**config.mk**
```make
export PLATFORM = sky130hd
export DESIGN_NAME = serial_unary_or
export DESIGN_NICKNAME = d
export VERILOG_FILES = /design/src/rtl/serial_unary_or.sv
export SDC_FILE = /design/constraint.sdc
export NUM_CORES = 1
export LEC_CHECK = 0
export ABC_AREA = 1
export ABC_CLOCK_PERIOD_IN_PS = 1500
export CAP_MARGIN = 5
export CELL_PAD_IN_SITES_DETAIL_PLACEMENT = 2
export CELL_PAD_IN_SITES_GLOBAL_PLACEMENT = 2
export CORE_ASPECT_RATIO = 0.9
export CORE_MARGIN = 4
export CORE_UTILIZATION = 28
export CTS_CLUSTER_DIAMETER = 200
export DETAILED_ROUTE_END_ITERATION = 12
export GPL_TIMING_DRIVEN = 1
export PLACE_DENSITY = 0.78
export SETUP_SLACK_MARGIN = 0.02
export SYNTH_ARGS = -nofsm -noshare
export SYNTH_HDL_FRONTEND = slang
export SYNTH_SLANG_ARGS = --single-unit
```
**constraint.sdc**
```tcl
create_clock -name clk -period 1.5 [get_ports clk]
set_clock_uncertainty 0.15 [all_clocks]
set_input_delay 0.3 -clock clk [delete_from_list [all_inputs] [get_ports clk]]
set_output_delay 0.3 -clock clk [all_outputs]
set_load 0.005 [all_outputs]
```
**src/rtl/serial_unary_or.sv**
```systemverilog
// Bit-serial OR reduction: accepts an N-bit operand, folds W bits per cycle, returns |a.
// Optional build macro SERIAL_UNARY_OR_EARLY_EXIT_EN finishes on the first nonzero chunk.
module serial_unary_or #(
  parameter int N = 8,
  parameter int W = 1
) (
  input  logic         clk,
  input  logic         rst,
  input  logic         a_valid,
  output logic         a_ready,
  input  logic [N-1:0] a,
  output logic         c_valid,
  input  logic         c_ready,
  output logic         c,
  output logic         busy
);

  localparam int STEPS = N / W;
  localparam int CW    = $clog2(STEPS) + 1;

  generate
    if (W < 1 || W > N || (N % W) != 0) begin : g_bad_params
      $error("serial_unary_or: need 1 <= W <= N and N %% W == 0 (N=%0d W=%0d)", N, W);
    end
  endgenerate

  typedef enum logic [1:0] {IDLE, SCAN, DONE} state_t;

  state_t         state, state_nx;
  logic [N-1:0]   sh;
  logic           acc;
  logic [CW-1:0]  cnt;
  logic           chunk_or;
  logic           last;

  assign chunk_or = |sh[W-1:0];
  assign last     = (cnt == CW'(STEPS - 1));

  // NOTE: every variable assigned in always_comb gets a default first, so no path leaves it unassigned and no latch is inferred.
  always_comb begin
    state_nx = state;
    case (state)
      IDLE: if (a_valid) state_nx = SCAN;
      SCAN: begin
`ifdef SERIAL_UNARY_OR_EARLY_EXIT_EN
        if (chunk_or || acc || last) state_nx = DONE;
`else
        if (last) state_nx = DONE;
`endif
      end
      DONE:    if (c_ready) state_nx = IDLE;
      default: state_nx = IDLE;
    endcase
  end

  // NOTE: sequential state uses non-blocking assignments so every register samples pre-edge values.
  always_ff @(posedge clk or posedge rst) begin
    if (rst) begin
      state <= IDLE;
      sh    <= '0;
      acc   <= 1'b0;
      cnt   <= '0;
    end else begin
      state <= state_nx;
      case (state)
        IDLE: begin
          if (a_valid) begin
            sh  <= a;
            acc <= 1'b0;
            cnt <= '0;
          end
        end
        SCAN: begin
          // On an early exit this same fold sets acc, so c is 1 in DONE.
          acc <= acc | chunk_or;
          sh  <= sh >> W;
          cnt <= cnt + CW'(1);
        end
        default: ;
      endcase
    end
  end

  assign a_ready = (state == IDLE);
  assign c_valid = (state == DONE);
  assign c       = acc;
  assign busy    = (state != IDLE);

endmodule

```
==> impl_metrics.py, run 1 <==
metrics = {
    "run_status": {
        "outcome": "finished, violations left",
        "violations": "setup timing",
    },
    "sta": {
        "min_period_ps": 1530,
        "setup_viol": 1,
        "maxSlewViolCount": 0,
        "hold_viol_final": 0,
        "worst_slack_ps": -26.0,
        "max_slew_margin_pct": 87.1,
        "final.setup.tns_ps": -26.0,
        "period_share_pct": 102,
        "holdWs_ps": 159,
        "rsz0062_at_grt": "yes",
        "worst_slew_pin_slew_ps": 191,
        "fmax_mhz": 655,
    },
    "yosys": {
        "synthTopCellsByCount": "29 x nand3_1, 17 x nand2_1, 15 x dfrtp_1, 6 x inv_1, 4 x nor2_1",
        "synth_area_leader_cell": "dfrtp_1",
        "syn_inst": 86,
        "synth_ff_type": "dfrtp_1",
        "yosysMostFrequentCell": "nand3_1",
        "synthesis.area_um2": 738,
        "synth-edff-count": 0,
        "synth_area_leaders": "dfrtp_1 51%, nand3_1 20%, nand2_1 8.6%",
        "synth_seq_cells": 15,
        "synth_top_area_share_pct": 50.8,
        "synthArstFlopShare_pct": 100,
        "syn_area_per_cell_um2": 8.58,
        "syn_nets": 99,
        "yosysWarnings": 0,
        "synth.distinct_cells": 17,
        "ys_seq_area_share_pct": 50.8,
    },
    "layout": {
        "synthToLayoutAreaGrowth_pct": 38.6,
        "drive_gt1_share_pct": 21.2,
        "fill_cells": 284,
        "diodes": 0,
        "nets": 127,
        "fin_area_um2": 1020,
    },
    "clock_network": {
        "cts_sinks": 15,
        "clock-root-buffer": "clkbuf_4",
        "worstSkewPairLatency_ps": 290,
        "hold_buffers": 0,
        "cts_tree": "yes",
        "clk_path_buf_depth": 2,
        "cts_made_buffers": 3,
        "htree_num_levels": 1,
        "cts.clk_slew.worst_paths_ps": 100,
    },
    "pwr": {
        "peakVddDrop_v": 0.000814,
        "power_per_cell_area_nw_per_um2": 1720,
        "p_sw_uw": 704,
        "power_frac_seq_pct": 39.1,
        "clockPowerShare_pct": 13.6,
        "switching_share_pct": 39.9,
        "leakage_uw": 0.000495,
        "p_int_uw": 1060,
        "p_comb_share_pct": 47.2,
    },
    "route": {
        "route.vias.total": 726,
        "first_iter_violations": 12,
        "drcViolationCount": 0,
        "drt_wl_total_um": 2160,
        "avgRoutedWirePerCell_um": 15.3,
        "drtAntennaViolNets": 0,
        "first_pass_iters": 4,
        "vias_per_cell": 5.15,
    },
    "place": {
        "dp_hpwl_um": 1440,
        "routabilityCongestion": 0.694,
        "dp_slack_ps": -46.1,
        "portBuffers": 15,
        "placed_cell_area_um2": 941,
    },
    "die": {
        "io_pins": 16,
        "num_rows": 17,
        "start_util_pct": 29.7,
        "die_w_um": 62.1,
        "core_area_um2": 2490,
        "die_area_um2": 3520,
        "die_height_um": 56.7,
    },
    "global_routing": {
        "grt_pass1_vias": 790,
        "grt.total_usage_pct": 13.1,
        "grt_pass1_wl_um": 3640,
        "grt_overflow": 0,
        "grt_max_degree": 17,
        "antenna_found_initial": 0,
    },
    "worst_setup_path": {
        "arrival_ps": 1080,
        "start_kind": "flop",
        "path_max_fanout": 2,
        "worst_setup_path_end_kind": "primary output",
        "timing_worst_setup_path_type": "reg -> out",
        "cp.required_ps": 1050,
    },
    "hold_path": {
        "min_path_type": "in -> async",
    },
    "job": {
        "maxCapViolations": 0,
    },
}
[path summary, 6_finish.rpt]
kind	end	from	depth (start not counted)	slack [ps]
setup / recovery	c_valid	state[0]	3	-30
hold / removal	sh[0]	rst	3	160
setup reg to reg	sh[3]	state[0]	7	80
hold reg to reg	sh[5]	sh[6]	2	360
max in group asynchronous	state[1]	rst	3	860
min in group clk	sh[5]	sh[6]	2	360
[worst max-delay path: stages, from the launching register on]
cell,delay [ps]
dfrtp_1,410
buf_4,160
nor2_4,100
buf_2,120
[registers in the layout (all words and copies together) (netlist names)]
name   flops
sh         8
state      2
c          1
cnt        4
[layout make-up]
| cell class | instances | area [µm²] | share of cell area, % |
|---|---|---|---|
| clock inverter | 1 | 5.00 | 0.489 |
| multi-input combinational | 61 | 322 | 31.4 |
| tap | 28 | 35.0 | 3.42 |
| timing repair buffer | 26 | 235 | 23.0 |
| inverter | 7 | 28.8 | 2.81 |
| sequential | 15 | 375 | 36.7 |
| clock buffer | 3 | 22.5 | 2.20 |
[per-stage QoR]
step | std cells | util (%) | total power, µW
5_1_grt | 141 | 41.1 | 1920
6_report | 141 | 41.1 | 1760
2_1_floorplan | 86 | - | 1120
3_3_place_gp | 132 | 37.8 | 1350
3_5_place_dp | 132 | 37.8 | 1390
4_1_cts | 140 | 40.0 | 1690
[timing repair]
action | 4_1_cts | 5_1_grt
endpoints found under the setup margin | 4 | 17
pin swaps | 1 | 1
buffers inserted | 4 | 1
gates resized for setup | 16 | 2
[logic make-up (layout without fill, tap and decap cells)]
family          after synthesis  count (layout)  synth area share, %
simple gates                 55              55                 35.9
flops                        15              15                 50.8
buf+inv                      10              37                 7.29
compound gates                4               4                 3.05
fa+ha+maj                     1               1                 1.69
xor+xnor                      1               1                 1.19
[layout by cell type (no fill, tap or decap), types with 2 or more instances in the layout]
cell             netlist  layout
nand2_1               17      17
nand3_1               29      29
inv_1                  6       6
nor2_1                 4       3
clkdlybuf4s50_1        0      11
buf_4                  0      10
o21ai_0                3       3
nand2_4                1       2
dfrtp_1               15      15
clkbuf_4               0       3
nor2_4                 1       2
buf_2                  1       2
[per-layer routing]
layer  track usage [%]  vias to the layer above  share of wire, %
met4              6.50                        0               1.9
li1                  -                      340                 -
met3              2.80                        4               4.2
met5                 0                        -                 0
met2              20.3                       19                48
met1              17.2                      363                46
[power groups by stage]
stage          Clock [µW]  Combinational, µW  Sequential [µW]
2_1_floorplan           0                442              677
6_report              240                833              691
3_5_place_dp            0                693              701
3_3_place_gp            0                658              688
5_1_grt               274                936              713
4_1_cts               249                759              683
Note: power is estimated with default switching activity, not from simulation.
==> inputs of run 2 (changes only) <==
--- a/config.mk
+++ b/config.mk
@@ -10,7 +10,7 @@
 export CAP_MARGIN = 5
 export CELL_PAD_IN_SITES_DETAIL_PLACEMENT = 2
 export CELL_PAD_IN_SITES_GLOBAL_PLACEMENT = 2
-export CORE_ASPECT_RATIO = 0.9
+export CORE_ASPECT_RATIO = 1.4
 export CORE_MARGIN = 4
 export CORE_UTILIZATION = 28
 export CTS_CLUSTER_DIAMETER = 200
==> impl_metrics.py, run 2 (synthesized netlist as in run 1, its figures left out) <==
metrics = {
    "pwr": {
        "power_frac_seq_pct": 36.9,
        "leakage_uw": 0.000510,
        "clockPowerShare_pct": 13.1,
        "p_sw_uw": 762,
        "peakVddDrop_v": 0.000666,
        "power.total_uw": 1910,
        "p_int_uw": 1140,
        "switching_share_pct": 40.0,
        "power_per_cell_area_nw_per_um2": 1770,
        "p_comb_share_pct": 50.0,
    },
    "die": {
        "core_area_um2": 2470,
        "start_util_pct": 29.9,
        "die_w_um": 51.4,
        "num_rows": 21,
        "die_area_um2": 3530,
        "die_height_um": 68.8,
        "io_pins": 16,
    },
    "clock_network": {
        "cts_made_buffers": 3,
        "cts_sinks": 15,
        "clk_path_buf_depth": 2,
        "cts_tree": "yes",
        "cts.clk_slew.worst_paths_ps": 100,
        "clock-root-buffer": "clkbuf_4",
        "htree_num_levels": 1,
        "worstSkewPairLatency_ps": 300,
    },
    "sta": {
        "hold_viol_final": 0,
        "fmax_mhz": 649,
        "worst_slew_pin_slew_ps": 209,
        "max_slew_margin_pct": 86.1,
        "worst_slack_ps": -40.2,
        "rsz0062_at_grt": "yes",
        "maxSlewViolCount": 0,
        "min_period_ps": 1540,
        "period_share_pct": 103,
        "final.setup.tns_ps": -77.2,
        "setup_viol": 2,
    },
    "global_routing": {
        "grt_max_degree": 17,
        "antenna_found_initial": 0,
        "grt_overflow": 0,
        "grt_pass1_wl_um": 4010,
        "grt.total_usage_pct": 16.0,
        "grt_pass1_vias": 818,
    },
    "layout": {
        "reg_top3": "sh: 8 flops, cnt: 4 flops, state: 2 flops",
        "final_cells": 151,
        "final_cell_mix": "28 x nand3_1, 17 x nand2_1, 13 x dfrtp_1",
        "final_core_util_pct": 43.6,
        "synthToLayoutAreaGrowth_pct": 45.8,
        "nets": 131,
        "layout.cells.most_common": "nand3_1",
        "diodes": 0,
        "largest_register": "sh",
        "drive_gt1_share_pct": 28.2,
        "largest_reg_flops": 8,
    },
    "place": {
        "portBuffers": 15,
        "routabilityCongestion": 0.644,
        "dp_slack_ps": -193,
        "dp_hpwl_um": 1550,
        "dp_cells": 138,
    },
    "worst_setup_path": {
        "arrival_ps": 1090,
        "r2r_cells": 7,
        "reg2reg_slack_ps": 90,
        "start_kind": "flop",
        "worst_setup_path_end_kind": "primary output",
        "cp.required_ps": 1050,
        "path_max_fanout": 3,
        "timing_worst_setup_path_type": "reg -> out",
        "r2r_start": "state[0]",
        "r2r_end": "sh[3]",
    },
    "route": {
        "avgRoutedWirePerCell_um": 15.8,
        "first_iter_violations": 9,
        "first_pass_iters": 4,
        "drtAntennaViolNets": 0,
        "vias_per_cell": 4.84,
        "route.vias.total": 731,
        "drcViolationCount": 0,
        "drt_wl_total_um": 2390,
    },
    "run_status": {
        "violations": "setup timing",
        "outcome": "finished, violations left",
    },
    "hold_path": {
        "min_path_type": "in -> async",
    },
    "job": {
        "maxCapViolations": 0,
    },
}
run 2: cell count changes in the layout (fill, tap and decap cells not counted), moves of 2 or more:
cell | previous run | this run
buf_6 | 1 | 5
dfrtp_1 | 15 | 13
inv_2 | 0 | 3
buf_4 | 10 | 12
inv_1 | 6 | 4
dfrtp_2 | 0 | 2
run 2: worst max path at each step:
stage | startpoint | endpoint | slack [ps]
2_1_floorplan | state[1] | busy | 280
3_3_place_gp | state[1] | a_ready | -180
3_5_place_dp | state[1] | a_ready | -190
4_1_cts | state[0] | c_valid | -40
5_1_grt | state[0] | c_valid | -100
6_report | state[0] | c_valid | -40
run 2: power groups by stage:
stage,Clock [µW],Combinational (µW),Sequential [µW]
2_1_floorplan,0,442,677
3_3_place_gp,0,677,697
3_5_place_dp,0,705,709
4_1_cts,257,834,700
5_1_grt,283,1060,728
6_report,249,953,703
run 2: repair_timing:
| action | in CTS | in global routing |
|---|---|---|
| pin swaps | 2 | 3 |
| setup endpoints to repair | 4 | 9 |
| resized for setup | 21 | 6 |
| setup buffers | 6 | 3 |
| hold buffers | 0 | 0 |
| cloned | 0 | 0 |
run 2: critical path, stage by stage (launching register included):
cell and delay [ps]:
dfrtp_2 440, buf_6 140, nor2_4 90, buf_2 120
run 2: metrics by stage:
step	hold slack (ps)	cell area [µm²]
floorplan	51.5	738
global placement	326	948
detailed placement	342	948
CTS	157	1030
global route	177	1080
finish	147	1080
run 2: area by class of cell:
class                   instances  area, µm²
clock buffers                   3       22.5
clock inverters                 1       5.00
fillers                       279       1390
inverters                       7       26.3
multi-input cells              61        332
flip-flops and latches         15        378
well taps                      34       42.5
repair buffers                 30        270
run 2: per-layer routing:
metal,vias to the layer above,track usage (%),part of all wire (%)
met1,362,17.6,36
met3,7,2.15,3.1
met2,14,28.8,58
li1,348,-,-
met4,0,10.2,3.3
met5,-,0,0
==> inputs of run 3 (changes only) <==
--- a/config.mk
+++ b/config.mk
@@ -16,6 +16,7 @@
 export CTS_CLUSTER_DIAMETER = 200
 export DETAILED_ROUTE_END_ITERATION = 12
 export GPL_TIMING_DRIVEN = 1
+export HOLD_SLACK_MARGIN = 0.02
 export PLACE_DENSITY = 0.78
 export SETUP_SLACK_MARGIN = 0.02
 export SYNTH_ARGS = -nofsm -noshare
==> results of run 3 <==
Final layout, timing and power as in run 2 (identical DEF).
